File: config.mk
export PLATFORM = sky130hd
export DESIGN_NAME = uart_rx_fifo_flat
export DESIGN_NICKNAME = d
export VERILOG_FILES = /design/src/rtl/uart_rx_fifo_if.sv /design/src/rtl/uart_rx_fifo.sv /design/src/flat_wrapper.sv
export SDC_FILE = /design/constraint.sdc
export NUM_CORES = 1
export LEC_CHECK = 0
export BUFFER_PORTS_ARGS = -buffer_cell sky130_fd_sc_hd__buf_2
export CAP_MARGIN = 30
export CORE_MARGIN = 1.5
export CORE_UTILIZATION = 30
export DETAILED_ROUTE_END_ITERATION = 6
export HOLD_SLACK_MARGIN = 0.12
export PLACE_DENSITY = 0.55
export SLEW_MARGIN = 10
export SYNTH_ARGS = -nofsm -noshare
export SYNTH_HDL_FRONTEND = slang
export SYNTH_SLANG_ARGS = --single-unit
File: constraint.sdc
create_clock -name clk -period 3.9 [get_ports clk]
set_clock_uncertainty 0.15 [all_clocks]
set_input_delay 0.78 -clock clk [delete_from_list [all_inputs] [get_ports clk]]
set_output_delay 0.78 -clock clk [all_outputs]
set_load 0.05 [all_outputs]
File: src/rtl/uart_rx_fifo_if.sv
// uart_rx_fifo_if: CPU-side read/status bus of the UART receiver
interface uart_rx_fifo_if #(parameter int DEPTH = 4);
  logic                   rd_en;
  logic                   clr_err;
  logic [7:0]             rd_data;
  logic                   rd_valid;
  logic [$clog2(DEPTH):0] count;
  logic                   busy;
  logic                   frame_err;
  logic                   overrun;
  modport master(output rd_en, clr_err, input rd_data, rd_valid, count, busy, frame_err, overrun);
  modport slave(input rd_en, clr_err, output rd_data, rd_valid, count, busy, frame_err, overrun);
endinterface

File: src/rtl/uart_rx_fifo.sv
// uart_rx_fifo: 8N1 UART receiver with start/stop validation feeding a show-ahead FIFO
module uart_rx_fifo #(
  parameter int CLKS_PER_BIT = 215,
  parameter int DEPTH = 4
) (
  input logic clk,
  input logic resetn,
  input logic RXD,
  uart_rx_fifo_if.slave bus
);
  localparam int CW = $clog2(CLKS_PER_BIT);
  localparam int AW = $clog2(DEPTH);
  localparam logic [CW-1:0] HALF = CW'(CLKS_PER_BIT / 2 - 1);
  localparam logic [CW-1:0] LAST = CW'(CLKS_PER_BIT - 1);
  typedef enum logic [2:0] {IDLE, START, DATA, STOP, WAIT_HIGH} state_t;
  state_t state, nxt;
  logic [1:0] sync;
  logic rx_s, half_hit, last_hit, cnt_clr, sample, push, frame_set, pop, wr, full;
  logic frame_err, overrun;
  logic [CW-1:0] cnt;
  logic [2:0] idx;
  logic [7:0] shreg;
  logic [7:0] mem [DEPTH];
  logic [AW-1:0] rp, wp;
  logic [AW:0] count;
  assign rx_s = sync[1];
  assign half_hit = cnt == HALF;
  assign last_hit = cnt == LAST;
  always_ff @(posedge clk or negedge resetn)
    if (!resetn) sync <= 2'b11;
    else sync <= {sync[0], RXD};
  always_ff @(posedge clk or negedge resetn)
    if (!resetn) state <= IDLE;
    else state <= nxt;
  always_comb begin
    nxt = state;
    case (state)
      IDLE:      if (!rx_s) nxt = START;
      START:     if (half_hit) nxt = rx_s ? IDLE : DATA;
      DATA:      if (last_hit && idx == 3'd7) nxt = STOP;
      STOP:      if (last_hit) nxt = rx_s ? IDLE : WAIT_HIGH;
      WAIT_HIGH: if (rx_s) nxt = IDLE;
      default:   nxt = IDLE;
    endcase
  end
  always_comb begin
    bus.busy = state != IDLE;
    cnt_clr = state == IDLE || state == WAIT_HIGH || (state == START && half_hit) || last_hit;
    sample = state == DATA && last_hit;
    push = state == STOP && last_hit && rx_s;
    frame_set = state == STOP && last_hit && !rx_s;
  end
  always_ff @(posedge clk or negedge resetn)
    if (!resetn) begin
      cnt <= '0;
      idx <= '0;
      shreg <= '0;
    end else begin
      cnt <= cnt_clr ? '0 : cnt + CW'(1);
      if (state == START) idx <= '0;
      else if (sample) idx <= idx + 3'd1;
      if (sample) shreg[idx] <= rx_s;
    end
  // a pop in the same cycle frees the slot a full-FIFO push needs
  assign pop = bus.rd_en && bus.rd_valid;
  assign full = count == (AW + 1)'(DEPTH);
  assign wr = push && (!full || pop);
  always_ff @(posedge clk or negedge resetn)
    if (!resetn) begin
      for (int i = 0; i < DEPTH; i++) mem[i] <= '0;
      rp <= '0;
      wp <= '0;
      count <= '0;
      frame_err <= 1'b0;
      overrun <= 1'b0;
    end else begin
      if (wr) begin
        mem[wp] <= shreg;
        wp <= wp + AW'(1);
      end
      if (pop) rp <= rp + AW'(1);
      count <= count + {{AW{1'b0}}, wr} - {{AW{1'b0}}, pop};
      frame_err <= bus.clr_err ? 1'b0 : frame_err | frame_set;
      overrun <= bus.clr_err ? 1'b0 : overrun | (push && full && !pop);
    end
  assign bus.rd_valid = count != '0;
  assign bus.rd_data = bus.rd_valid ? mem[rp] : '0;
  assign bus.count = count;
  assign bus.frame_err = frame_err;
  assign bus.overrun = overrun;
endmodule

File: src/flat_wrapper.sv
// flat-port wrapper written by rule: the top's interface ports become plain ports
module uart_rx_fifo_flat 
#(
  parameter int CLKS_PER_BIT = 215,
  parameter int DEPTH = 4
)
  (clk, resetn, RXD, bus_rd_en, bus_clr_err, bus_rd_data, bus_rd_valid, bus_count, bus_busy, bus_frame_err, bus_overrun);
  uart_rx_fifo_if #(.DEPTH(DEPTH)) bus_i ();
  input logic clk;
  input logic resetn;
  input logic RXD;
  input wire logic [$bits(bus_i.rd_en)-1:0] bus_rd_en;
  input wire logic [$bits(bus_i.clr_err)-1:0] bus_clr_err;
  output wire logic [$bits(bus_i.rd_data)-1:0] bus_rd_data;
  output wire logic [$bits(bus_i.rd_valid)-1:0] bus_rd_valid;
  output wire logic [$bits(bus_i.count)-1:0] bus_count;
  output wire logic [$bits(bus_i.busy)-1:0] bus_busy;
  output wire logic [$bits(bus_i.frame_err)-1:0] bus_frame_err;
  output wire logic [$bits(bus_i.overrun)-1:0] bus_overrun;
  assign bus_i.rd_en = bus_rd_en;
  assign bus_i.clr_err = bus_clr_err;
  assign bus_rd_data = bus_i.rd_data;
  assign bus_rd_valid = bus_i.rd_valid;
  assign bus_count = bus_i.count;
  assign bus_busy = bus_i.busy;
  assign bus_frame_err = bus_i.frame_err;
  assign bus_overrun = bus_i.overrun;
  uart_rx_fifo #(.CLKS_PER_BIT(CLKS_PER_BIT), .DEPTH(DEPTH)) u_core (.clk(clk), .resetn(resetn), .RXD(RXD), .bus(bus_i));
endmodule
==> run metrics, run 1 <==
top cells by area, synth dfrtp_1 51%, mux2_2 15%, mux4_2 5.8%, ha_1 4.0%, nor2_1 2.3%; unrepaired setup endpoints after global routing false; GRT Util Overall 0.116; via count of the first global-routing pass 1,928; cell count after synthesis 241; Leak 1.70 nW; # nets final 281; final setup violating endpoints 0; measured slew at the worst slew-check pin 0.818 ns; register area share after synthesis 0.525; Antenna diodes 0; Floorplan Core Area 0.00991 mm2; area share of the leading cell type in the synthesized netlist 0.508; arrival time of the worst setup path 2.03 ns; upper clock frequency limit 338 MHz; Worst Min Path Start u_core.sync[0]$_DFF_PN1_; drt first-iter violations 84; adder-cell area share of the yosys netlist 0.0467; peak fanout along the critical path 10; netlist area before placement 0.00311 mm2; area added between synthesis and finish 14.8%; clock tree buffer depth 2; largest family of logic cells by synthesized area multiplexers; relative slew slack 0.455; Worst Setup Path Type flop to output port; count of buffers added by post-CTS timing repair for setup 0; most frequent standard cell in the layout excluding fill and tap cells dfrtp_1; source of the critical timing path u_core.rp[0]$_DFFE_PN0N_; net count after synthesis 257; Resize count post-CTS 0; height of the die 105 um; sum of net half-perimeters after detailed placement 3990 um; post-detailed-route count of antenna-violating nets 0; number of I/O pins 20; post-synthesis compound-gate area fraction 0.0234; final-report max-slew violation count 0; clock tree root driver cell clkbuf_8; initial cell density of the core 0.313; detailed-route via count 1,898; number of maximum-capacitance violations 0; Yosys warnings 0; number of antenna violations at the first check in global routing 0; Post-Synth Simple-Gate Area 0.142; number of sinks driven by the clock tree 65; fraction of layout cells with a size suffix above 1 0.341; count of input and output buffers 19; Overflow after GRT 0; type of element capturing the critical path output port; post-route total power 1.65 mW; Hold Crit Class flop to flop; xor/xnor cell area share of the yosys netlist 0.0310; minimum period implied by the final worst setup slack 2.96 ns; Distinct cells, synth 38; Critical Path Start Type flop; pre-CTS setup slack 0.802 ns; power per standard cell area 464 mW/mm2; Skew-Pair Late Insertion Delay 0.34 ns; commonest cells after routing, fill and taps aside 63 x dfrtp_1, 40 x mux2_2, 19 x nor2_1, 19 x buf_2, 11 x nand2_1; Chip Width 105 um; level count of the clock H-tree 3; cell type contributing the most total cell area after synthesis dfrtp_1; worst ir drop on vdd 0.197 mV; global placement routability congestion 0.751; wire length of the first global-routing pass 9890 um; flop and latch count out of synthesis 65; smallest setup slack after layout 0.941 ns; clock-pin transition on the worst setup and hold timing paths 0.07 ns; average size of a mapped cell 12.9 um2; number of cell rows 36; DRC violation count after routing 0; number of iterations in the first detailed-routing pass 4; final cycle utilization of the critical path 0.759; CTS tree yes; maximum number of pins on one net before global-route repair 36; Critical R2R Launch u_core.bus.count[2]$_DFF_PN0_; fraction of synthesized area in multiplexers 0.210; routed wire length per instance 14.3 um; die area 0.0110 mm2; Worst EP required 2.97 ns; cts-stage hold buffer count 0; detailed-route vias per instance 4.71; final total negative setup slack 0 ns; outcome complete, no violations; total detailed-routing wirelength 5760 um; number of clock buffers inserted by TritonCTS 9; Hold Violations, Final 0
cell families after synthesis:
kind of cell,after synthesis
buffers and inverters,16
XOR/XNOR,11
AO/OA/AOI/OAI,11
adder cells (fa/ha/maj),11
multiplexers,50
flip-flops,65
AND/OR/NAND/NOR,77
Yosys cell counts:
| cell type | count |
|---|---|
| nand3_4 | 2 |
| nor4_4 | 1 |
| nand3_1 | 10 |
| nand2_1 | 11 |
| nand4b_1 | 1 |
| nor2_1 | 19 |
| mux2i_1 | 2 |
| ha_1 | 10 |
| xnor2_1 | 6 |
| o221ai_1 | 1 |
| and2_1 | 9 |
| nand4_1 | 3 |
| and3_1 | 1 |
| or3b_4 | 1 |
| a211o_1 | 1 |
| a21oi_1 | 3 |
| dfstp_2 | 2 |
| or2b_1 | 1 |
| a22o_1 | 1 |
| o31a_2 | 1 |
| inv_1 | 9 |
| clkbuf_1 | 4 |
| dfrtp_1 | 63 |
| mux2_2 | 40 |
| xor2_1 | 5 |
| o21ai_0 | 3 |
| nor2b_1 | 3 |
| buf_6 | 1 |
| nor3_1 | 5 |
| or4_1 | 1 |
| mux4_2 | 8 |
| nor4b_1 | 2 |
| nor4_1 | 2 |
| and2_2 | 1 |
| or3_1 | 4 |
| fa_1 | 1 |
| a31oi_1 | 1 |
| buf_2 | 2 |
path summary, 6_finish.rpt:
path                                                 end  slack, ns  cells after the start
hold / removal                  u_core.sync[1]$_DFF_PN1_       0.21                      0
hold reg to reg                 u_core.sync[1]$_DFF_PN1_       0.21                      0
setup reg to reg           u_core.bus.count[2]$_DFF_PN0_       1.21                      8
min in group asynchronous        u_core.cnt[4]$_DFF_PN0_       0.38                      1
max in group asynchronous    u_core.shreg[1]$_DFFE_PN0P_       2.31                      2
setup / recovery                          bus_rd_data[2]       0.94                      3
state kept, by name (all words and copies together), names as in the netlist:
register	cells
u_core.bus.count	3
u_core.bus.frame_err	1
u_core.bus.overrun	1
u_core.cnt	8
u_core.idx	3
u_core.mem	32
u_core.rp	2
u_core.shreg	8
u_core.state	3
u_core.sync	2
u_core.wp	2
critical path, cell delays in order (launching register included):
cell	delay (ns)
dfrtp_1	0.73
mux4_2	0.59
and2_1	0.16
buf_2	0.20
metrics by stage:
step           cells  utilization  instance area (um2)  hold WS (ns)
2_1_floorplan    241            -                 3110         0.195
3_3_place_gp     387        0.337                 3340         0.199
3_5_place_dp     387        0.337                 3340         0.203
4_1_cts          403        0.360                 3570         0.213
5_1_grt          403        0.360                 3570         0.214
6_report         403        0.360                 3570         0.214
layout make-up:
class                      count  area (um2)
clock buffer                  10         138
tap                          133         166
clock inverter                 6        90.1
fill                         977        6340
multi-input combinational    160        1410
inverter                       9        33.8
sequential                    65        1630
timing repair buffer          20         103
where the power goes:
group / internal [mW] / switching, mW / leakage (nW) / total [mW]
Combinational: 0.0879 / 0.141 / 0.718 / 0.229
Clock: 0.379 / 0.269 / 0.113 / 0.649
Sequential: 0.704 / 0.0723 / 0.865 / 0.776
per-layer routing:
| layer | vias to the layer above | share of wire | wire length, um | track usage |
|---|---|---|---|---|
| met3 | 6 | 0.038 | 220 | 0.0306 |
| li1 | 902 | - | - | - |
| met4 | 0 | 0.011 | 61 | 0.0470 |
| met5 | - | 0 | 0 | 0 |
| met2 | 23 | 0.49 | 2820 | 0.184 |
| met1 | 967 | 0.46 | 2660 | 0.149 |
No activity file was read; power rests on OpenSTA's default activity.
==> inputs of run 2 (changes only) <==
PLACE_DENSITY = 0.57   (was 0.55)
clock period = 2.4 ns   (was 3.9 ns; I/O delays follow)
==> run 2 against run 1 <==
Sequential power is 59% higher; register-to-register slack worse by 1.1 ns; critical endpoint is now bus_rd_data[1]; clock power is 45% higher; final area is 7.5% higher; critical path type unchanged; critical path depth is 1 higher; highest routed layer unchanged; worst hold slack worse by 0.068 ns; largest power group unchanged.
==> run metrics, run 2 (synthesis gave the netlist of run 1 again) <==
registers with the most flip-flops u_core.mem x32, u_core.cnt x8, u_core.shreg x8; total detailed-routing wirelength 6000 um; switching power of the nets 0.844 mW; final setup violating endpoints 0; Hold Crit Class input port to flop; Worst Setup Path Type flop to output port; Combinational Power Share 0.201; Antenna diodes 0; number of maximum-capacitance violations 0; clock-pin transition on the worst setup and hold timing paths 0.08 ns; r2r worst-path depth 8; clock share of power 0.347; clock tree buffer depth 2; fraction of layout cells with a size suffix above 1 0.432; die area 0.0110 mm2; final-report max-slew violation count 0; worst reg2reg path endpoint u_core.bus.count[2]$_DFF_PN0_; wire length of the first global-routing pass 10,300 um; clock tree root driver cell clkbuf_8; number of cells in the design after placement 400; final core utilization 0.387; DRC violation count after routing 0; post-route total power 2.72 mW; Hold Violations, Final 0; type of element capturing the critical path output port; final total negative setup slack 0 ns; worst hold stages 2; Worst EP required 1.77 ns; power per standard cell area 709 mW/mm2; routed wire length per instance 14.3 um; maximum number of pins on one net before global-route repair 54; portion of total power attributed to sequential cells 0.452; area of combinational cells with multiple inputs 0.00146 mm2; FILL cells 952; Leak 1.79 nW; area added between synthesis and finish 23.4%; post-detailed-route count of antenna-violating nets 0; unrepaired setup endpoints after global routing true; Floorplan Core Area 0.00991 mm2; initial cell density of the core 0.313; Chip Width 105 um; number of clock buffers inserted by TritonCTS 9; most frequent standard cell in the layout excluding fill and tap cells dfrtp_1; register area 0.00163 mm2; hold endpoint u_core.bus.overrun$_DFF_PN0_; number of antenna violations at the first check in global routing 0; post-route cell area 0.00383 mm2; pre-CTS setup slack 0.000710 ns; level count of the clock H-tree 3; via count of the first global-routing pass 2,047; smallest setup slack after layout 0.0594 ns; sum of net half-perimeters after detailed placement 4130 um; minimum period implied by the final worst setup slack 2.34 ns; Worst Min Path Start bus_clr_err; Skew-Pair Late Insertion Delay 0.34 ns; max reg flops 32; count of input and output buffers 19; largest register by flop count u_core.mem; Switching Share 0.311; worst ir drop on vdd 0.308 mV; relative slew slack 0.677; detailed-route vias per instance 4.71; worst hold margin 0.146 ns; global placement routability congestion 0.705; cell area after placement 0.00349 mm2; GRT Util Overall 0.120; final cycle utilization of the critical path 0.975; Layout Cells excl Fill 420; upper clock frequency limit 427 MHz; Critical R2R Launch u_core.bus.count[0]$_DFF_PN0_; setup slack, reg-to-reg 0.08 ns; internal power consumption 1.87 mW; peak fanout along the critical path 8; number of cell rows 36; height of the die 105 um; measured slew at the worst slew-check pin 0.480 ns; commonest cells after routing, fill and taps aside 60 x dfrtp_1, 40 x mux2_2, 19 x nor2_1; number of iterations in the first detailed-routing pass 4; number of sinks driven by the clock tree 65; Critical Path Start Type flop; arrival time of the worst setup path 1.71 ns; Overflow after GRT 0; detailed-route via count 1,977; CTS tree yes; outcome complete, no violations; number of I/O pins 20; # nets final 298; drt first-iter violations 52
run 2: metal layers:
metal,vias to the layer above,GRT usage,part of all wire
met2,34,0.191,0.49
met5,-,0,0
met3,4,0.0393,0.030
met4,0,0.0352,0.0093
li1,937,-,-
met1,1002,0.155,0.47
run 2: timing repair:
action	in CTS	in global routing
gates resized for setup	9	25
setup endpoints to repair	8	9
hold buffers	2	0
pin swaps	0	7
buffers inserted	1	1
hold endpoints to repair	12	0
run 2: worst max path at each step:
stage / startpoint / end / slack, ns / cells past startpoint
2_1_floorplan: u_core.bus.count[0]$_DFF_PN0_ / u_core.bus.count[2]$_DFF_PN0_ / -0.20 / 9
3_3_place_gp: bus_rd_en / u_core.bus.count[2]$_DFF_PN0_ / 0.08 / 8
3_5_place_dp: bus_rd_en / u_core.bus.count[2]$_DFF_PN0_ / 0.0007 / 8
4_1_cts: u_core.rp[0]$_DFFE_PN0N_ / bus_rd_data[6] / 0.0007 / 4
5_1_grt: u_core.rp[0]$_DFFE_PN0N_ / bus_rd_data[1] / -0.01 / 4
6_report: u_core.rp[0]$_DFFE_PN0N_ / bus_rd_data[1] / 0.06 / 4
run 2: worst max-delay path, stage by stage, from the launching register on:
cell     delay [ns]
dfrtp_1        0.40
buf_12         0.16
mux4_2         0.51
and2_4         0.16
buf_8          0.14
run 2: final cells by class:
cell class | instances | area share
Timing Repair Buffer | 37 | 0.0878
Tap cell | 133 | 0.0434
Multi-Input combinational cell | 160 | 0.382
Clock inverter | 7 | 0.0202
Inverter | 9 | 0.00881
Clock buffer | 9 | 0.0323
Sequential cell | 65 | 0.426
run 2: power groups by stage:
stage                     registers, mW  logic (mW)  clock network [mW]
final                              1.23       0.547               0.942
after global routing               1.24       0.595                1.03
after CTS                          1.23       0.545               0.969
after detailed placement           1.25       0.520                   0
after global placement             1.25       0.519                   0
after floorplan                    1.29       0.308                   0
==> inputs of run 3 (changes only) <==
ABC_AREA = 1   (was unset)
RECOVER_POWER = 50   (was unset)
==> run 3 against run 2 <==
Critical path depth increased by 1; final area decreased by 2.3%; combinational power increased by 130%; total power increased by 26%; largest power group is now combinational cells.
==> run metrics, run 3 <==
register area 0.00163 mm2; final cycle utilization of the critical path 0.955; area share of the leading cell type in the synthesized netlist 0.486; final setup violating endpoints 0; netlist area before placement 0.00325 mm2; total detailed-routing wirelength 7350 um; number of maximum-capacitance violations 0; number of sinks driven by the clock tree 65; area added between synthesis and finish 15.4%; Layout Cells excl Fill 559; sum of net half-perimeters after detailed placement 5350 um; Floorplan Core Area 0.0104 mm2; worst hold stages 2; GRT Util Overall 0.141; Switching Share 0.399; Yosys warnings 0; Worst Setup Path Type flop to output port; type of element capturing the critical path output port; max reg flops 32; global placement routability congestion 0.808; register area share after synthesis 0.502; largest register by flop count u_core.mem; upper clock frequency limit 436 MHz; Combinational Power Share 0.366; most frequent standard cell in the layout excluding fill and tap cells nand2_1; clock share of power 0.285; Hold Crit Class input port to flop; switching power of the nets 1.36 mW; Hold Violations, Final 0; DRC violation count after routing 0; final core utilization 0.360; initial cell density of the core 0.312; peak fanout along the critical path 19; flop and latch count out of synthesis 65; Leak 1.87 nW; FILL cells 1,103; routed wire length per instance 13.2 um; clock tree root driver cell clkbuf_8; relative slew slack 0.0805; wire length of the first global-routing pass 12,600 um; cell count after synthesis 389; detailed-route via count 2,627; setup slack, reg-to-reg 0.23 ns; clock-pin transition on the worst setup and hold timing paths 0.07 ns; clock tree buffer depth 2; average size of a mapped cell 8.35 um2; fraction of registers with async set/reset 1.00; worst ir drop on vdd 0.785 mV; internal power consumption 2.05 mW; outcome complete, no violations; unrepaired setup endpoints after global routing false; fraction of layout cells with a size suffix above 1 0.149; most used standard cell by instance count after synthesis nand2_1; Worst EP required 1.77 ns; dominant register cell in the synthesized netlist dfrtp_1; r2r worst-path depth 7; level count of the clock H-tree 3; number of cells in the design after placement 541; count of input and output buffers 19; Skew-Pair Late Insertion Delay 0.33 ns; Critical Path Start Type flop; number of antenna violations at the first check in global routing 0; power per standard cell area 911 mW/mm2; minimum period implied by the final worst setup slack 2.29 ns; final-report max-slew violation count 0; via count of the first global-routing pass 2,524; post-detailed-route count of antenna-violating nets 0; worst hold margin 0.163 ns; area of combinational cells with multiple inputs 0.00142 mm2; net count after synthesis 405; # nets final 434; maximum number of pins on one net before global-route repair 35; die area 0.0115 mm2; top cells by area, synth dfrtp_1 49%, nand2_1 11%, nand3_1 7.1%, nor2_1 6.1%, ha_1 3.9%; number of iterations in the first detailed-routing pass 4; measured slew at the worst slew-check pin 1.38 ns; number of cell rows 37; Post-synth EDFFs 0; cell type contributing the most total cell area after synthesis dfrtp_1; most instantiated cells after synthesis 99 x nand2_1, 63 x dfrtp_1, 53 x nor2_1, 46 x nand3_1, 25 x o21ai_0; number of clock buffers inserted by TritonCTS 9; detailed-route vias per instance 4.70; arrival time of the worst setup path 1.66 ns; registers with the most flip-flops u_core.mem x32, u_core.cnt x8, u_core.shreg x8; Chip Width 107 um; commonest cells after routing, fill and taps aside 99 x nand2_1, 61 x dfrtp_1, 54 x nor2_1; drt first-iter violations 111; number of I/O pins 20; Overflow after GRT 0; CTS tree yes; Antenna diodes 0; portion of total power attributed to sequential cells 0.349; pre-CTS setup slack 0.308 ns; smallest setup slack after layout 0.108 ns; height of the die 107 um; Distinct cells, synth 31
==> run 3: changes by cell type after synthesis, moves of 5 or more <==
cell / delta
o21ai_1: +7
nand3_1: +36
a21oi_1: +9
nand3_2: +5
mux4_2: -8
inv_1: +15
and2_1: -9
nand2_1: +88
nor2_1: +34
o21ai_0: +22
mux2_2: -40
==> run 3: worst paths after layout <==
kind                                          startpoint                       endpoint
setup reg to reg           u_core.bus.count[2]$_DFF_PN0_  u_core.bus.count[2]$_DFF_PN0_
min in group asynchronous                         resetn     u_core.mem[16]$_DFFE_PN0P_
hold / removal                               bus_clr_err   u_core.bus.overrun$_DFF_PN0_
max in group asynchronous                         resetn    u_core.shreg[6]$_DFFE_PN0P_
hold reg to reg                 u_core.sync[0]$_DFF_PN1_       u_core.sync[1]$_DFF_PN1_
setup / recovery                u_core.rp[0]$_DFFE_PN0N_                 bus_rd_data[1]
==> run 3: through the flow <==
stage	power, mW	area [um2]	setup TNS, ns
floorplan	2.14	3260	-0.180
global placement	2.46	3540	0
detailed placement	2.47	3540	0
CTS	3.46	3770	0
global route	3.59	3750	0
finish	3.41	3750	0
==> run 3: layout make-up <==
type | instances | area share
Clock buffer | 14 | 0.0461
Clock inverter | 2 | 0.00935
Inverter | 30 | 0.0307
Multi-Input combinational cell | 281 | 0.379
Sequential cell | 65 | 0.435
Tap cell | 136 | 0.0454
Timing Repair Buffer | 31 | 0.0544
==> run 3: power groups by stage <==
stage | combinational, mW | clock (mW) | sequential, mW
CTS | 1.26 | 1.00 | 1.21
detailed placement | 1.24 | 0 | 1.23
global route | 1.34 | 1.05 | 1.20
finish | 1.25 | 0.974 | 1.19
floorplan | 0.824 | 0 | 1.31
global placement | 1.24 | 0 | 1.22
==> run 3: worst max-delay path, cell delays in order (launching register included) <==
cell     delay (ns)
dfrtp_1        0.36
buf_4          0.20
inv_4          0.16
o21ai_0        0.11
a21oi_1        0.23
buf_4          0.24
==> run 3: logic make-up after synthesis <==
family / count (synthesis) / synth area share
AO/OA/AOI/OAI: 47 / 0.0759
XOR/XNOR: 9 / 0.0243
adder cells (fa/ha/maj): 11 / 0.0447
buffers and inverters: 43 / 0.0586
flip-flops: 65 / 0.502
AND/OR/NAND/NOR: 214 / 0.295
==> run 3: timing repair <==
item                                    in CTS  in global routing
buffers inserted                             0                  0
endpoints found under the hold margin       21                  0
cloned                                       0                  0
endpoints found under the setup margin       1                  8
gates resized for setup                      1                  3
hold buffers                                 2                  0
==> run 3: layer usage <==
metal,up-vias,global-route usage,wire (um)
met4,0,0.0590,107
met3,8,0.0255,411
li1,1317,-,-
met1,1235,0.211,3660
met5,-,0,0
met2,67,0.199,3170
